[config.mk]
export PLATFORM = sky130hd
export DESIGN_NAME = man_scheduler
export DESIGN_NICKNAME = d
export VERILOG_FILES = /design/src/rtl/man_scheduler.sv
export SDC_FILE = /design/constraint.sdc
export NUM_CORES = 1
export LEC_CHECK = 0
export CORE_MARGIN = 2
export CORE_UTILIZATION = 40
export CTS_CLUSTER_SIZE = 20
export DETAILED_ROUTE_END_ITERATION = 6
export GPL_TIMING_DRIVEN = 0
export HOLD_SLACK_MARGIN = 0.03
export PLACE_DENSITY = 0.72
export RECOVER_POWER = 100
export SLEW_MARGIN = 20
export SYNTH_ARGS = -nofsm -noshare
export SYNTH_HDL_FRONTEND = slang
export SYNTH_SLANG_ARGS = --single-unit
[constraint.sdc]
create_clock -name out_stream_aclk -period 2.51 [get_ports out_stream_aclk]
set_input_delay 0.3765 -clock out_stream_aclk [delete_from_list [all_inputs] [get_ports out_stream_aclk]]
set_output_delay 0.3765 -clock out_stream_aclk [all_outputs]
set_load 0.05 [all_outputs]
[src/rtl/man_scheduler.sv]
// Mandelbrot job scheduler: raster-order round-robin dispatch to an engine bank, reorder buffer, in-order AXI-Stream out.
// Latency: start two cycles after enable, done->tvalid one cycle. Backpressure: low tready or a full ROB stalls issue.
module man_scheduler #(
  parameter int N_ENGINES = 4,
  parameter int ROB_DEPTH = 4,
  parameter int X_SIZE    = 640,
  parameter int Y_SIZE    = 480,
  parameter int ITER_W    = 8
) (
  input  logic                        out_stream_aclk,
  input  logic                        periph_reset,
  input  logic                        enable,
  output logic [N_ENGINES-1:0]        eng_start,
  output logic [9:0]                  eng_x,
  output logic [8:0]                  eng_y,
  input  logic [N_ENGINES-1:0]        eng_done,
  input  logic [N_ENGINES*ITER_W-1:0] eng_iter,
  output logic [31:0]                 out_stream_tdata,
  output logic [3:0]                  out_stream_tkeep,
  output logic                        out_stream_tvalid,
  input  logic                        out_stream_tready,
  output logic                        out_stream_tlast,
  output logic                        out_stream_tuser,
  output logic                        busy
);
  localparam int ENG_W = (N_ENGINES > 1) ? $clog2(N_ENGINES) : 1;
  localparam int IDX_W = (ROB_DEPTH > 1) ? $clog2(ROB_DEPTH) : 1;
  localparam int SEQ_W = $clog2(ROB_DEPTH) + 1;

  localparam logic [1:0] S_IDLE  = 2'd0;
  localparam logic [1:0] S_ISSUE = 2'd1;
  localparam logic [1:0] S_DRAIN = 2'd2;

  logic [1:0]           r_state;
  logic [9:0]           r_ix;
  logic [8:0]           r_iy;
  logic [9:0]           r_ox;
  logic [8:0]           r_oy;
  logic [SEQ_W-1:0]     r_issue_seq;
  logic [SEQ_W-1:0]     r_read_seq;
  logic [ENG_W-1:0]     r_rr_ptr;
  logic [N_ENGINES-1:0] r_eng_busy;
  logic [IDX_W-1:0]     r_tag [N_ENGINES];
  logic [ITER_W-1:0]    r_rob_dat [ROB_DEPTH];
  logic [ROB_DEPTH-1:0] r_rob_vld;
  logic [N_ENGINES-1:0] r_start;
  logic [9:0]           r_ex;
  logic [8:0]           r_ey;

  logic [IDX_W-1:0]     w_rd_idx;
  logic [IDX_W-1:0]     w_wr_idx;
  logic [SEQ_W-1:0]     w_outstanding;
  logic                 w_tvalid;
  logic                 w_hs;
  logic                 w_rob_room;
  logic                 w_gnt_vld;
  logic [ENG_W-1:0]     w_gnt_idx;
  logic                 w_issue;
  logic                 w_ix_last;
  logic                 w_iy_last;
  logic                 w_ox_last;
  logic                 w_oy_last;
  logic                 w_frame_out;

  assign w_rd_idx      = IDX_W'(r_read_seq & SEQ_W'(ROB_DEPTH - 1));
  assign w_wr_idx      = IDX_W'(r_issue_seq & SEQ_W'(ROB_DEPTH - 1));
  assign w_outstanding = r_issue_seq - r_read_seq;
  assign w_tvalid      = r_rob_vld[w_rd_idx];
  assign w_hs          = w_tvalid & out_stream_tready;
  // The entry freed by this cycle's handshake may be reused by this cycle's grant.
  assign w_rob_room    = (w_outstanding != SEQ_W'(ROB_DEPTH)) | w_hs;
  assign w_issue       = (r_state == S_ISSUE) & w_gnt_vld & w_rob_room;
  assign w_ix_last     = (r_ix == 10'(X_SIZE - 1));
  assign w_iy_last     = (r_iy == 9'(Y_SIZE - 1));
  assign w_ox_last     = (r_ox == 10'(X_SIZE - 1));
  assign w_oy_last     = (r_oy == 9'(Y_SIZE - 1));
  assign w_frame_out   = w_hs & w_ox_last & w_oy_last;

  always_comb begin : p_arb
    int               j;
    logic [ENG_W-1:0] jj;
    w_gnt_vld = 1'b0;
    w_gnt_idx = '0;
    for (int k = 0; k < N_ENGINES; k++) begin
      j = int'(r_rr_ptr) + k;
      if (j >= N_ENGINES) j = j - N_ENGINES;
      jj = ENG_W'(j);
      if (!w_gnt_vld && !r_eng_busy[jj]) begin
        w_gnt_vld = 1'b1;
        w_gnt_idx = jj;
      end
    end
  end

  always_ff @(posedge out_stream_aclk) begin
    if (periph_reset) begin
      r_state <= S_IDLE;
    end else begin
      case (r_state)
        S_IDLE:  if (enable) r_state <= S_ISSUE;
        S_ISSUE: if (w_issue && w_ix_last && w_iy_last) r_state <= S_DRAIN;
        S_DRAIN: if (w_frame_out) r_state <= enable ? S_ISSUE : S_IDLE;
        default: r_state <= S_IDLE;
      endcase
    end
  end

  always_ff @(posedge out_stream_aclk) begin
    if (periph_reset) begin
      r_ix    <= '0;
      r_iy    <= '0;
      r_start <= '0;
      r_ex    <= '0;
      r_ey    <= '0;
    end else begin
      r_start <= w_issue ? (N_ENGINES'(1) << w_gnt_idx) : '0;
      if (w_issue) begin
        r_ex <= r_ix;
        r_ey <= r_iy;
      end
      if (r_state == S_IDLE && enable) begin
        r_ix <= '0;
        r_iy <= '0;
      end else if (w_issue) begin
        if (w_ix_last) begin
          r_ix <= '0;
          r_iy <= w_iy_last ? '0 : r_iy + 1'b1;
        end else begin
          r_ix <= r_ix + 1'b1;
        end
      end
    end
  end

  always_ff @(posedge out_stream_aclk) begin
    if (periph_reset) begin
      r_issue_seq <= '0;
      r_read_seq  <= '0;
      r_rr_ptr    <= '0;
      r_eng_busy  <= '0;
      r_rob_vld   <= '0;
      r_ox        <= '0;
      r_oy        <= '0;
    end else begin
      if (w_issue) begin
        r_issue_seq <= r_issue_seq + 1'b1;
        r_rr_ptr    <= (int'(w_gnt_idx) == N_ENGINES - 1) ? '0 : w_gnt_idx + 1'b1;
      end
      if (w_hs) begin
        r_read_seq          <= r_read_seq + 1'b1;
        r_rob_vld[w_rd_idx] <= 1'b0;
        if (w_ox_last) begin
          r_ox <= '0;
          r_oy <= w_oy_last ? '0 : r_oy + 1'b1;
        end else begin
          r_ox <= r_ox + 1'b1;
        end
      end
      // A done from an idle engine (e.g. one started before a reset) is dropped.
      for (int i = 0; i < N_ENGINES; i++) begin
        if (eng_done[i] && r_eng_busy[i]) begin
          r_rob_vld[r_tag[i]] <= 1'b1;
          r_eng_busy[i]       <= 1'b0;
        end else if (w_issue && w_gnt_idx == ENG_W'(i)) begin
          r_eng_busy[i] <= 1'b1;
        end
      end
    end
  end

  always_ff @(posedge out_stream_aclk) begin
    if (w_issue) r_tag[w_gnt_idx] <= w_wr_idx;
    for (int i = 0; i < N_ENGINES; i++) begin
      if (eng_done[i] && r_eng_busy[i]) r_rob_dat[r_tag[i]] <= eng_iter[i*ITER_W +: ITER_W];
    end
  end

  assign eng_start         = r_start;
  assign eng_x             = r_ex;
  assign eng_y             = r_ey;
  assign out_stream_tdata  = 32'(r_rob_dat[w_rd_idx]);
  assign out_stream_tkeep  = 4'hF;
  assign out_stream_tvalid = w_tvalid;
  assign out_stream_tuser  = w_tvalid & (r_ox == '0) & (r_oy == '0);
  assign out_stream_tlast  = w_tvalid & w_ox_last;
  assign busy              = (r_state != S_IDLE);
endmodule

# After elaboration in Yosys (flattened, before gate mapping)
# Memories as Yosys holds them, arrays and structs flattened. A register that Yosys moved wholly into a read port is not among the register bits.
# Cells that the tools add are included.
# totals
reg_bits,79
ramBits,40
input_bits,40
word_cells,183
mem_count,2
# memory_table
memory,depth,word_bits,read_ports,rd_ports_with_merged_regs,wr,line,text
r_rob_dat,4,8,1,1,4,44,logic [ITER_W-1:0] r_rob_dat [ROB_DEPTH];
r_tag,4,2,4,0,1,43,logic [IDX_W-1:0] r_tag [N_ENGINES];
# op_classes
addsub,15
magnitude_cmp,18
n_eq_ne,14
shift,1
mux,63
bitwise,16
reduce_logical,38
# ops
op,n
4-bit 2-to-1 mux,9
2-bit 2-to-1 mux,14
"2-bit by 3-bit < comparator with 1-bit output, second input constant",9
1-bit 2-to-1 mux,25
"10-bit by 1-bit adder with 10-bit output, second input constant",2
"10-bit == test, second input constant",2
10-bit 2-to-1 mux,2
1-bit logical AND,19
"9-bit by 1-bit adder with 9-bit output, second input constant",2
"9-bit == test, second input constant",2
9-bit 2-to-1 mux,2
4-bit bitwise OR,4
2-bit OR reduction,6
1-bit binary-select mux with 2-bit select,5
1-bit demux with 2-bit select,5
"2-bit by 1-bit >= comparator with 1-bit output, second input constant",5
10-bit zero test,1
"3-bit >= comparator, second input constant",3
9-bit zero test,1
1-bit AND,8
"2-bit by 1-bit subtractor with 2-bit output, second input constant",4
"2-bit by 2-bit adder with 3-bit output, second input constant",2
"3-bit by 1-bit adder with 3-bit output, second input constant",2
"2-bit by 1-bit == test with 1-bit output, second input constant",3
other kinds (19),28

# Logic depth before layout (Yosys ltp)
# depth
word_depth,20
mapped_depth,9
ltp_nobuf,8

# Worst setup path before layout
# Ideal clock, no wire load.
# synth_path
path_kind,register to output
start,reg r_read_seq[1]
end,out out_stream_tlast
arrival_time_ns,2.025
required_ns,2.134
path_slack_ns,0.109
path_stages_with_launch,5
n_path_buf,0
cell_sequence,dfxtp_1 > mux2i_1 > nor2_1 > o21ai_0 > nor3_1
# synth_via
elab_chain_len,3
# synth_rtl
element,line,text
from (decl),40,logic [SEQ_W-1:0] r_read_seq;
from (signal assigned),150,r_read_seq <= r_read_seq + 1'b1;
1-bit binary-select mux with 2-bit select,68,assign w_tvalid = r_rob_vld[w_rd_idx];
1-bit 2-to-1 mux (not written as such),68,
1-bit AND,185,assign out_stream_tlast = w_tvalid & w_ox_last;
to (decl),22,"output logic out_stream_tlast,"
# Every way passes these cells. The select of a mux whose other input is x is not followed.

# Final worst setup path
# layout_path
start,reg r_read_seq[1]
end,out out_stream_tuser
# layout_via
elab_chain_len,4
# layout_rtl
element,line,text
1-bit binary-select mux with 2-bit select,68,
1-bit 2-to-1 mux (not written as such),68,
1-bit AND (2 in a row),184,assign out_stream_tuser = w_tvalid & (r_ox == '0) & (r_oy == '0);
to (decl),23,"output logic out_stream_tuser,"
# Every way passes these cells. The select of a mux whose other input is x is not followed.

==> impl_results.md <==
* Post-synth EDFFs at 40
* Final design area excluding fillers at 0.00824 sq mm
* CTS tree: yes
* DIE WIDTH at roughly 130 microns
* CORE AREA at 0.0160 sq mm
* Top_reg_cell synth: dfxtp_1
* Mean Syn Cell Area at around 9 sq um
* YS warnings at 0
* Shortest period the worst path allows at 2410 ps
* CP Capture Type: primary output
* Area growth from synthesis to final layout at 25.4%
* Cell Rows at 46
* Kind of critical path: reg2out
* HP Start: eng_x[5]
* Leakage at 3.12 nW
* Critical path arrival at 2040 ps
* Die Ht at 132 microns
* Power per cell area at 605 mW/mm^2
* Postcts setup bufs at 0
* Ys async rst share at 0
* Clk slew on worst S/H paths at 50 ps
* Total routed wirelength at 17,200 microns
* R2r setup slk at 170 ps
* F_max at 0.415 GHz
* Critical Path Fanout Max at 6
* Iteration-0 DRC count of the detailed router at 512
* Largest net degree at the start of global routing at 17
* Overall Power at 4.98 mW
* Synthesized cell area at 0.00657 sq mm
* Routability cong. at roughly 0.83
* Clock sinks at 121
* Avg WL per Cell at roughly 16 microns
* Number of max-cap violations at 0
* Io pins at 103
* Syn Inst Count at around 730
* Routed via count at approximately 5,800
* Post-Place Cell Area at 0.00767 sq mm
* Yosys top cell area share at 0.247
* Register area share after synthesis at 0.429
* Worst reg2reg endpoint: r_rob_dat[3][2]
* Hold path depth at 2
* Vias/cell at 5.36
* Final Setup Violations at 0
* Status: complete, no violations
* Max_slew headroom at 0.498
* Worst Tran Pin Value at approximately 750 ps
* Initial antenna violation count at 0
* Final period util at 0.961
* #FFs+latches synth at between 100 and 150
* Diode count at 0
* Layout cells sized above 1 at 0.105
* Detailed Place HPWL at between 10,000 and 15,000 microns
* Final Skew at 7.00 ps
* Total CTS buffers at 17
* Worst Path Required at 2130 ps
* Initial Util at 0.411
* First-pass GRT wire length at around 28,000 microns
* Maximum vdd drop at approximately 0.46 mV
* Total GRT Usage at 0.201
* Setup TNS at 0 ps
* Top cells by area, synth: dfxtp_1 25%, edfxtp_1 18%, nand2_1 7.0%, mux2i_1 5.8%, o21ai_0 5.1%
* # nets final at 907
* Worst-Skew Late Latency at 420 ps
* Die area at 0.0175 sq mm
* Cts repair resizes at 24
* GRT Residual Overflow at 0
* Worst Hold Path EP: eng_x[5]
* Final Slew Violations at 0
* Drt drc at 0
* DRT antenna net count at 0
* First drt pass iteration count at 6
* Yosys top cell by area: dfxtp_1
* Htree depth at 4
* IO buf count at 73
* Root Buffer: clkbuf_16
* HP Class: reg2reg
* Unique cell type count in the Yosys netlist at 58
* R2R depth at 4
* Vias in the first global route at 5,484
* Post-CTS Hold Buffers at 0
* Unrepaired setup endpoints after global routing: true
* Startpoint Class: register
* Reg-to-Reg Start: r_eng_busy[2]
* Clock buffer depth at 2
* Final hold violation count at 0
stage by stage:
step           hold WS (ps)   util  setup WS (ps)  std cells
2_1_floorplan           445      -            109        760
6_report                455  0.515           97.8       1079
5_1_grt                 481  0.515          -40.0       1079
3_5_place_dp            450  0.479           -331       1049
4_1_cts                 457  0.513           94.7       1079
3_3_place_gp            446  0.479           -320       1049
critical path: stages (launching register included):
cell             delay (ps)
dfxtp_2                 420
mux2i_2                 370
nor2_1                  160
o21ai_0                 230
nor2_1                   90
clkdlybuf4s15_2         340
kinds of logic (layout without fill, tap and decap cells):
kind of cell | count (synthesis) | after routing | synth area share
AO/OA/AOI/OAI | 165 | 165 | 0.151
XOR/XNOR | 20 | 20 | 0.0267
adder cells (fa/ha/maj) | 17 | 17 | 0.0324
buffers and inverters | 80 | 183 | 0.0657
flip-flops | 121 | 121 | 0.429
multiplexers | 47 | 47 | 0.0870
other | 2 | 28 | 0.00114
AND/OR/NAND/NOR | 282 | 282 | 0.207
Yosys cell counts (3+ instances only):
cell type,instances
a21boi_0,3
o21a_1,3
xnor2_1,12
nand4_1,16
nand3_1,21
a21oi_1,50
nor3_1,9
mux2i_1,38
ha_1,17
or3_1,15
clkbuf_1,24
or4_1,3
and3_1,7
mux4_2,8
and2_1,9
nand2_1,122
o211ai_1,3
a21o_1,8
xor2_1,8
buf_4,32
inv_1,16
nand4b_1,6
nand3b_1,3
nor4_1,7
o21ai_1,3
o21ai_0,67
nor3b_1,4
buf_2,3
a211oi_1,9
nand2b_1,5
buf_1,3
nor2b_1,5
dfxtp_1,81
nor2_1,43
edfxtp_1,40
and4_1,3
where the power goes:
part | switching, mW | total [mW] | internal, mW
logic | 0.396 | 0.620 | 0.224
clock network | 0.856 | 2.25 | 1.39
registers | 0.0367 | 2.11 | 2.08
total | 1.29 | 4.98 | 3.69
state kept, by name (all words and copies together) (netlist names), 8 cells and up, named ones only:
| register | count |
|---|---|
| r_tag | 8 |
| eng_y | 9 |
| r_ox | 10 |
| eng_x | 10 |
| r_oy | 9 |
| r_ix | 10 |
| r_rob_dat | 32 |
| r_iy | 9 |
layout make-up:
type / instances / area, sq um
Buffer: 61 / 362
Clock buffer: 21 / 462
Clock inverter: 11 / 76.3
Fill cell: 1503 / 7760
Inverter: 17 / 63.8
Multi-Input combinational cell: 559 / 3470
Sequential cell: 121 / 2830
Tap cell: 216 / 270
Timing Repair Buffer: 73 / 716
how the worst max path moves through the flow:
stage | from | endpoint | slack (ps) | cells past startpoint
2_1_floorplan | r_read_seq[1] | out_stream_tlast | 110 | 4
3_3_place_gp | eng_done[3] | r_rob_dat[0][6] | -320 | 6
3_5_place_dp | eng_done[3] | r_rob_dat[0][6] | -330 | 6
4_1_cts | r_read_seq[1] | r_tag[3][1] | 90 | 7
5_1_grt | r_read_seq[1] | out_stream_tuser | -40 | 5
6_report | r_read_seq[1] | out_stream_tuser | 100 | 5
cells in the final DEF, fill, tap and decap left out, drive strengths merged, types with 10 or more instances in the layout:
master and instances:
o21ai 70, xnor2 12, nand2 122, dfxtp 81, mux2i 38, clkinv 10
a21oi 50, nor2 43, ha 17, edfxtp 40, clkbuf 44, nand4 16
inv 17, buf 39, nand3 21, conb 28, clkdlybuf4s50 62, or3 15
layer usage:
metal,up-vias,global-route usage,routed length [microns],part of all wire
met4,0,0.0783,301,0.018
met5,-,0,0,0
met3,25,0.0561,1130,0.066
li1,2814,-,-,-
met2,222,0.328,8150,0.47
met1,2721,0.252,7610,0.44
Power figures use the tool's default switching activity.
